<file path="src/rtl/datapath_regs.sv">
// Datapath register bank with a shared bus and a small ALU. It acts on the
// control word presented each cycle.
module datapath_regs #(
  parameter int WIDTH = 16
) (
  input  logic             clock,
  input  logic             reset_n,
  input  logic [3:0]       read_en,
  input  logic [15:0]      write_en,
  input  logic [15:0]      inc_en,
  input  logic [2:0]       alu_op,
  input  logic [WIDTH-1:0] imem_rdata,
  input  logic [WIDTH-1:0] dmem_rdata,
  output logic [WIDTH-1:0] imem_addr,
  output logic [WIDTH-1:0] dmem_addr,
  output logic [WIDTH-1:0] dmem_wdata,
  output logic             dmem_we,
  output logic [WIDTH-1:0] instruction,
  output logic [WIDTH-1:0] z,
  output logic [WIDTH-1:0] bus_out
);

  localparam logic [WIDTH-1:0] ONE = WIDTH'(1);

  logic [WIDTH-1:0] pc, dar, ir, ac, r, r1, r2, r3, r4, r5;
  logic             z_flag;
  logic [WIDTH-1:0] bus;
  logic [WIDTH-1:0] alu_res;
  logic             unused_bits;

  function automatic logic [WIDTH-1:0] alu_calc(input logic [2:0] op,
                                                input logic [WIDTH-1:0] a,
                                                input logic [WIDTH-1:0] b);
    case (op)
      3'd1:    return a + b;
      3'd2:    return a - b;
      3'd3:    return {a[WIDTH-2:0], 1'b0};
      3'd4:    return {1'b0, a[WIDTH-1:1]};
      default: return a;
    endcase
  endfunction

  always_comb begin
    bus = '0;
    case (read_en)
      4'd2:    bus = dar;
      4'd5:    bus = ac;
      4'd6:    bus = r;
      4'd7:    bus = r1;
      4'd8:    bus = r2;
      4'd9:    bus = r3;
      4'd10:   bus = r4;
      4'd11:   bus = r5;
      4'd12:   bus = dmem_rdata;
      4'd13:   bus = imem_rdata;
      default: bus = '0;
    endcase
  end

  assign alu_res = alu_calc(alu_op, ac, r);

  always_ff @(posedge clock or negedge reset_n) begin
    if (!reset_n) begin
      pc     <= '0;
      dar    <= '0;
      ir     <= '0;
      ac     <= '0;
      r      <= '0;
      r1     <= '0;
      r2     <= '0;
      r3     <= '0;
      r4     <= '0;
      r5     <= '0;
      z_flag <= 1'b0;
    end else begin
      if (write_en[1])      pc <= bus;
      else if (inc_en[1])   pc <= pc + ONE;

      if (write_en[2])      dar <= bus;
      else if (inc_en[3])   dar <= dar + ONE;

      if (write_en[4])      ir <= bus;

      // The ALU writeback wins over a bus load, which wins over an increment.
      if (write_en[15])     ac <= alu_res;
      else if (write_en[5]) ac <= bus;
      else if (inc_en[2])   ac <= ac + ONE;

      if (write_en[6])      r <= bus;

      if (write_en[7])      r1 <= bus;
      else if (inc_en[4])   r1 <= r1 + ONE;

      if (write_en[8])      r2 <= bus;
      else if (inc_en[5])   r2 <= r2 + ONE;

      if (write_en[9])      r3 <= bus;
      else if (inc_en[6])   r3 <= r3 + ONE;

      if (write_en[10])     r4 <= bus;
      if (write_en[11])     r5 <= bus;

      // The zero flag follows the ALU when requested, otherwise a bus load of AC.
      if (write_en[14])     z_flag <= (alu_res == '0);
      else if (write_en[5]) z_flag <= (bus == '0);
    end
  end

  assign imem_addr   = pc;
  assign dmem_addr   = dar;
  assign dmem_wdata  = bus;
  assign dmem_we     = write_en[12];
  assign instruction = ir;
  assign z           = {{(WIDTH-1){1'b0}}, z_flag};
  assign bus_out     = bus;

  assign unused_bits = ^{write_en[0], write_en[3], write_en[13],
                         inc_en[0], inc_en[15:7]};

endmodule

</file>
<file path="config.mk">
export PLATFORM = sky130hd
export DESIGN_NAME = datapath_regs
export DESIGN_NICKNAME = d
export VERILOG_FILES = /design/src/rtl/datapath_regs.sv
export SDC_FILE = /design/constraint.sdc
export NUM_CORES = 1
export LEC_CHECK = 0
export BUFFER_PORTS_ARGS = -buffer_cell sky130_fd_sc_hd__buf_4
export CAP_MARGIN = 20
export CORE_MARGIN = 3
export CORE_UTILIZATION = 40
export DETAILED_ROUTE_END_ITERATION = 7
export PLACE_DENSITY = 0.71
export SLEW_MARGIN = 15
export SYNTH_ARGS = -nofsm -noshare
export SYNTH_HDL_FRONTEND = slang
export SYNTH_SLANG_ARGS = --single-unit
export TNS_END_PERCENT = 100
</file>
<file path="constraint.sdc">
create_clock -name clock -period 3.45 [get_ports clock]
set_input_delay 0.69 -clock clock [delete_from_list [all_inputs] [get_ports clock]]
set_output_delay 0.69 -clock clock [all_outputs]
set_load 0.03 [all_outputs]
</file>
## Yosys cells after proc, flatten, opt, wreduce, memory -nomap -nowiden

Cells that the tools add are included.

| storage, ports and cells | value |
|---|---|
| bits in registers | 161 |
| latch bits | 0 |
| memory bits (writable) | 0 |
| ROM bits | 0 |
| bits of input ports | 73 |
| output and inout bits | 97 |
| logic and storage cells | 59 |
| memories kept | 0 |

| operators by class | value |
|---|---|
| add/sub/neg operators | 8 |
| multiply operators | 0 |
| div/mod/pow operators | 0 |
| order comparisons | 0 |
| equality and inequality tests | 14 |
| shift-type cells | 0 |
| mux-type cells | 17 |
| bitwise logic cells | 0 |
| reduce and logical (&&, ||, !) cells | 9 |

Operators by type and width:

| operator | number |
|---|---|
| 16-bit 2-to-1 mux | 13 |
| 16-bit case mux with 10 select lines | 1 |
| 16-bit by 1-bit adder with 16-bit output (second input constant) | 6 |
| 16-bit case mux with 4 select lines | 1 |
| 16-bit logical NOT | 2 |
| 4-bit equality test (second input constant) | 6 |
| 16-bit adder | 1 |
| 16-bit subtractor | 1 |
| 4-bit by 3-bit equality test with 1-bit output (second input constant) | 3 |
| 2-bit nonzero test | 6 |
| 3-bit by 2-bit equality test with 1-bit output (second input constant) | 2 |
| 4-bit by 2-bit equality test with 1-bit output (second input constant) | 1 |
| 3-bit by 1-bit equality test with 1-bit output (second input constant) | 1 |
| 3-bit equality test (second input constant) | 1 |
| 3-bit nonzero test | 1 |
| 1-bit 2-to-1 mux | 2 |

## Logic depth before layout (Yosys ltp)

| logic depth | value |
|---|---|
| depth in word-level cells | 5 |
| mapped depth | 16 |

## Worst setup path after synthesis

OpenSTA, ideal clock, no wires.

| timing path | value |
|---|---|
| kind | input to register |
| from | in alu_op[1] |
| to | reg z_flag |
| arrival time | 3466 ps |
| data required time | 3355 ps |
| setup slack | -111 ps |
| stages | 14 |
| buffers on the path | 2 |
| cells stage by stage | buf_2 > buf_2 > nand2b_1 > nor2_1 > nor2_1 > xnor2_1 > ha_1 > a21o_1 > a21oi_1 > a21oi_1 > o41a_1 > a211oi_1 > o211ai_1 > o31ai_1 |

| on the way | value |
|---|---|
| cells in the longest elaborated chain, start to end | 4 |

Ends and longest elaborated chain:

| item | line | source |
|---|---|---|
| start, declared | 11 | `input logic [2:0] alu_op,` |
| 3-bit equality test, or another cell as far along | 34 | `case (op)` |
| 16-bit case mux with 4 select lines * | 34 |  |
| 16-bit logical NOT * | 104 | `if (write_en[14]) z_flag <= (alu_res == '0);` |
| 1-bit 2-to-1 mux * | 104 |  |
| end signal, assigned | 104 |  |
| end signal, assigned | 105 | `else if (write_en[5]) z_flag <= (bus == '0);` |
| end, declared | 26 | `logic z_flag;` |

Mark *: on every way between the ends. The rest lies on a longest branch, timed or not.
A chain may end at the register's enable or synchronous reset.

## Final worst setup path

| timing path | value |
|---|---|
| from | in read_en[1] |
| to | out dmem_wdata[7] |

| on the way | value |
|---|---|
| cells in the longest elaborated chain, start to end | 2 |

Ends and longest elaborated chain:

| item | line | source |
|---|---|---|
| start, declared | 8 | `input logic [3:0] read_en,` |
| 4-bit equality test, or another cell as far along | 45 | `case (read_en)` |
| 16-bit case mux with 10 select lines * | 45 |  |
| end, declared | 16 | `output logic [WIDTH-1:0] dmem_wdata,` |

Marked as above.

==> impl_metrics.yaml <==
status:
  status: "complete, but fails checks"
  violations: "negative setup slack"
power:
  leakage_nw: 5.86
  finalPower_mw: 7.47
  powerDensity_nw_per_um2: 555
  ir_worst_vdd_mv: 0.354
detailed_routing:
  highest_layer: "met4"
  drt_iter0_markers: 1089
  wl_met2_um: 18100
  first_pass_iters: 8
  route.met3.wl_um: 3300
  drtAntennaViolNets: 0
  drc: 0
  drt-met1-wl_um: 16600
  dr_total_vias: 10700
  route.final.wire_length_um: 39300
  wl_per_cell_um: 21.3
  vias_per_cell: 5.80
place:
  place_congestion: 0.983
  portBuffers: 139
  dpl.hpwl_um: 29200
  pre_cts_slack_ns: -0.207
finish:
  drive_above_1_share: 0.221
  synthToLayoutAreaGrowth_pct: 20.8
  fin_nets: 1558
  n_fill_cell: 2622
  antenna_cells: 0
timing:
  max_slew_margin: 0.471
  setup_violations: 2
  period_share: 1.00
  fin_crit_ns: 3.46
  tightest_slew_ns: 0.793
  hold_violations: 0
  max_freq_ghz: 0.289
  skew_ns: 0.0119
  slew_violations: 0
  worst_slack_ns: -0.0135
  whs_ns: 0.308
job:
  cap_viol_max_count: 0
clock_network:
  post_cts_hold_buffer_count: 0
  clkSinkCount: 161
  clock_path_buffers: 2
  cts_tree: "done"
  cts.clk_slew.worst_paths_ns: 0.08
  cts_buffers: 17
  h-tree-depth: 4
  clock_latency_ns: 0.44
  cts_root_buf: "clkbuf_16"
setup_path:
  r2r_cells: 14
  crit_required_ns: 2.76
  worstSetupStartpointType: "input pin"
  crit_fanout: 18
  critPathArrivalTime_ns: 2.77
  crit_path_end_kind: "output pin"
  path_class: "in -> out"
synth:
  synthCells: 1332
  synth_area_leaders: "dfrtp_1, a21oi_1, xnor2_1"
  yosysTopAreaCellShare: 0.361
  netlist_area_sq_um: 11200
  synth_top_area_cell: "dfrtp_1"
  synth_cell_type_count: 84
  synth_edf_count: 0
  avgSynthCellArea_sq_um: 8.38
  yosysWarningCount: 0
  synth-seq-cells: 161
  synthFlopType: "dfrtp_1"
  yosysSeqAreaShare: 0.361
  synth_common_cells: "nor2_1, a21oi_1, dfrtp_1"
  synth_most_common_cell: "nor2_1"
  synthArstFlopShare: 1.00
die:
  rows: 60
  io_pins: 170
  fp.dieW_um: 173
  core_sq_um: 27200
  initial_core_util: 0.411
  fp.dieH_um: 173
  dieArea_sq_um: 29900
grt:
  grtUsageTotal: 0.253
  grt_max_degree: 84
  gr-total-overflow: 0
  grt_pass1_vias: 9948
  antenna_found_initial: 1
  grt_pass1_wl_um: 59500
min_path:
  hold_path.class: "in -> async"
==> layer usage <==
metal,vias to the layer above,global-route usage
met5,-,0
met4,0,0.0831
met3,88,0.0435
met2,526,0.402
met1,5166,0.352
li1,4934,-
==> final timing paths <==
kind                       slack, ns               from                        to
hold reg to reg                 0.51  r4[1]$_DFFE_PN0P_         r4[1]$_DFFE_PN0P_
hold / removal                  0.31            reset_n  imem_addr[0]$_DFFE_PN0P_
setup / recovery               -0.01         read_en[1]             dmem_wdata[7]
min in group clock              0.51  r4[1]$_DFFE_PN0P_         r4[1]$_DFFE_PN0P_
max in group asynchronous       2.38            reset_n        ac[14]$_DFFE_PN0P_
setup reg to reg                0.11   r[0]$_DFFE_PN0P_        z_flag$_DFFE_PN0P_
==> registers in the layout (all words and copies together), names as in the netlist <==
| signal | count |
|---|---|
| r5 | 16 |
| r4 | 16 |
| z_flag | 1 |
| ac | 16 |
| r3 | 16 |
| instruction | 16 |
| r | 16 |
| r1 | 16 |
| imem_addr | 16 |
| dmem_addr | 16 |
| r2 | 16 |
==> placed cells by master, fill, tap and decap left out, types with 6 or more instances in the layout <==
master     instances
mux2i_1           35
a22oi_1           15
o22ai_1           12
nand2_1          124
nand4_1           29
a211oi_2           7
clkbuf_16         17
a221oi_1           8
nor2b_1           12
inv_8              6
and3_1            22
nor2_1           176
o21ai_1            9
mux2_2            12
dfrtp_1          157
inv_1             22
o211ai_1          12
xor2_1            33
nor3_1            16
a22o_1             9
a21o_1             6
conb_1            15
nand3_1           29
a31oi_1            8
or3_1              6
a21oi_1          166
o21ai_0           29
mux2_1             6
xnor2_1           77
buf_4            229
a32oi_1            8
ha_1              20
o22a_1             6
==> layout make-up <==
type | instances | area [sq um] | share of cell area
timing repair buffer | 233 | 1790 | 0.133
tap | 372 | 465 | 0.0345
clock buffer | 17 | 425 | 0.0316
inverter | 27 | 101 | 0.00752
sequential | 161 | 4030 | 0.299
multi-input combinational | 1022 | 6470 | 0.480
clock inverter | 15 | 190 | 0.0141
==> power by group <==
group | switching (mW) | leakage (nW) | internal, mW
Combinational | 1.67 | 3.64 | 1.19
Clock | 0.925 | 0.302 | 1.05
Sequential | 0.457 | 1.92 | 2.18
==> timing repair <==
item | in CTS | in global routing
buffers inserted | 0 | 12
endpoints found under the hold margin | 0 | 0
gates resized for setup | 0 | 23
setup endpoints to repair | 0 | 5
==> worst max-delay path, stage by stage <==
cell and delay [ns]:
buf_4 0.27, nor2b_1 0.11, buf_4 0.17, a22oi_1 0.28, o22ai_1 0.16, a211oi_1 0.25
a21oi_1 0.06, a21oi_1 0.34, buf_4 0.19, inv_1 0.07, buf_4 0.17
==> kinds of logic after synthesis <==
logic type | after synthesis | share of synthesized area
xor gates and xnor gates | 111 | 0.0878
AOI/OAI and AO/OA | 350 | 0.197
buffers and inverters | 163 | 0.0758
other | 1 | 0.000336
adders and majority gates | 23 | 0.0265
DFF | 161 | 0.361
and+or+nand+nor | 468 | 0.199
muxes | 55 | 0.0529
==> per-stage QoR <==
stage / TNS [ns] / instance area (sq um) / utilization / std cells
global placement: -0.165 / 12700 / 0.467 / 1803
finish: -0.0270 / 13500 / 0.496 / 1847
CTS: 0 / 13300 / 0.490 / 1835
floorplan: 0 / 11200 / - / 1346
global route: -0.0842 / 13500 / 0.496 / 1847
detailed placement: -0.380 / 12700 / 0.467 / 1803
Power figures use the tool's default switching activity.
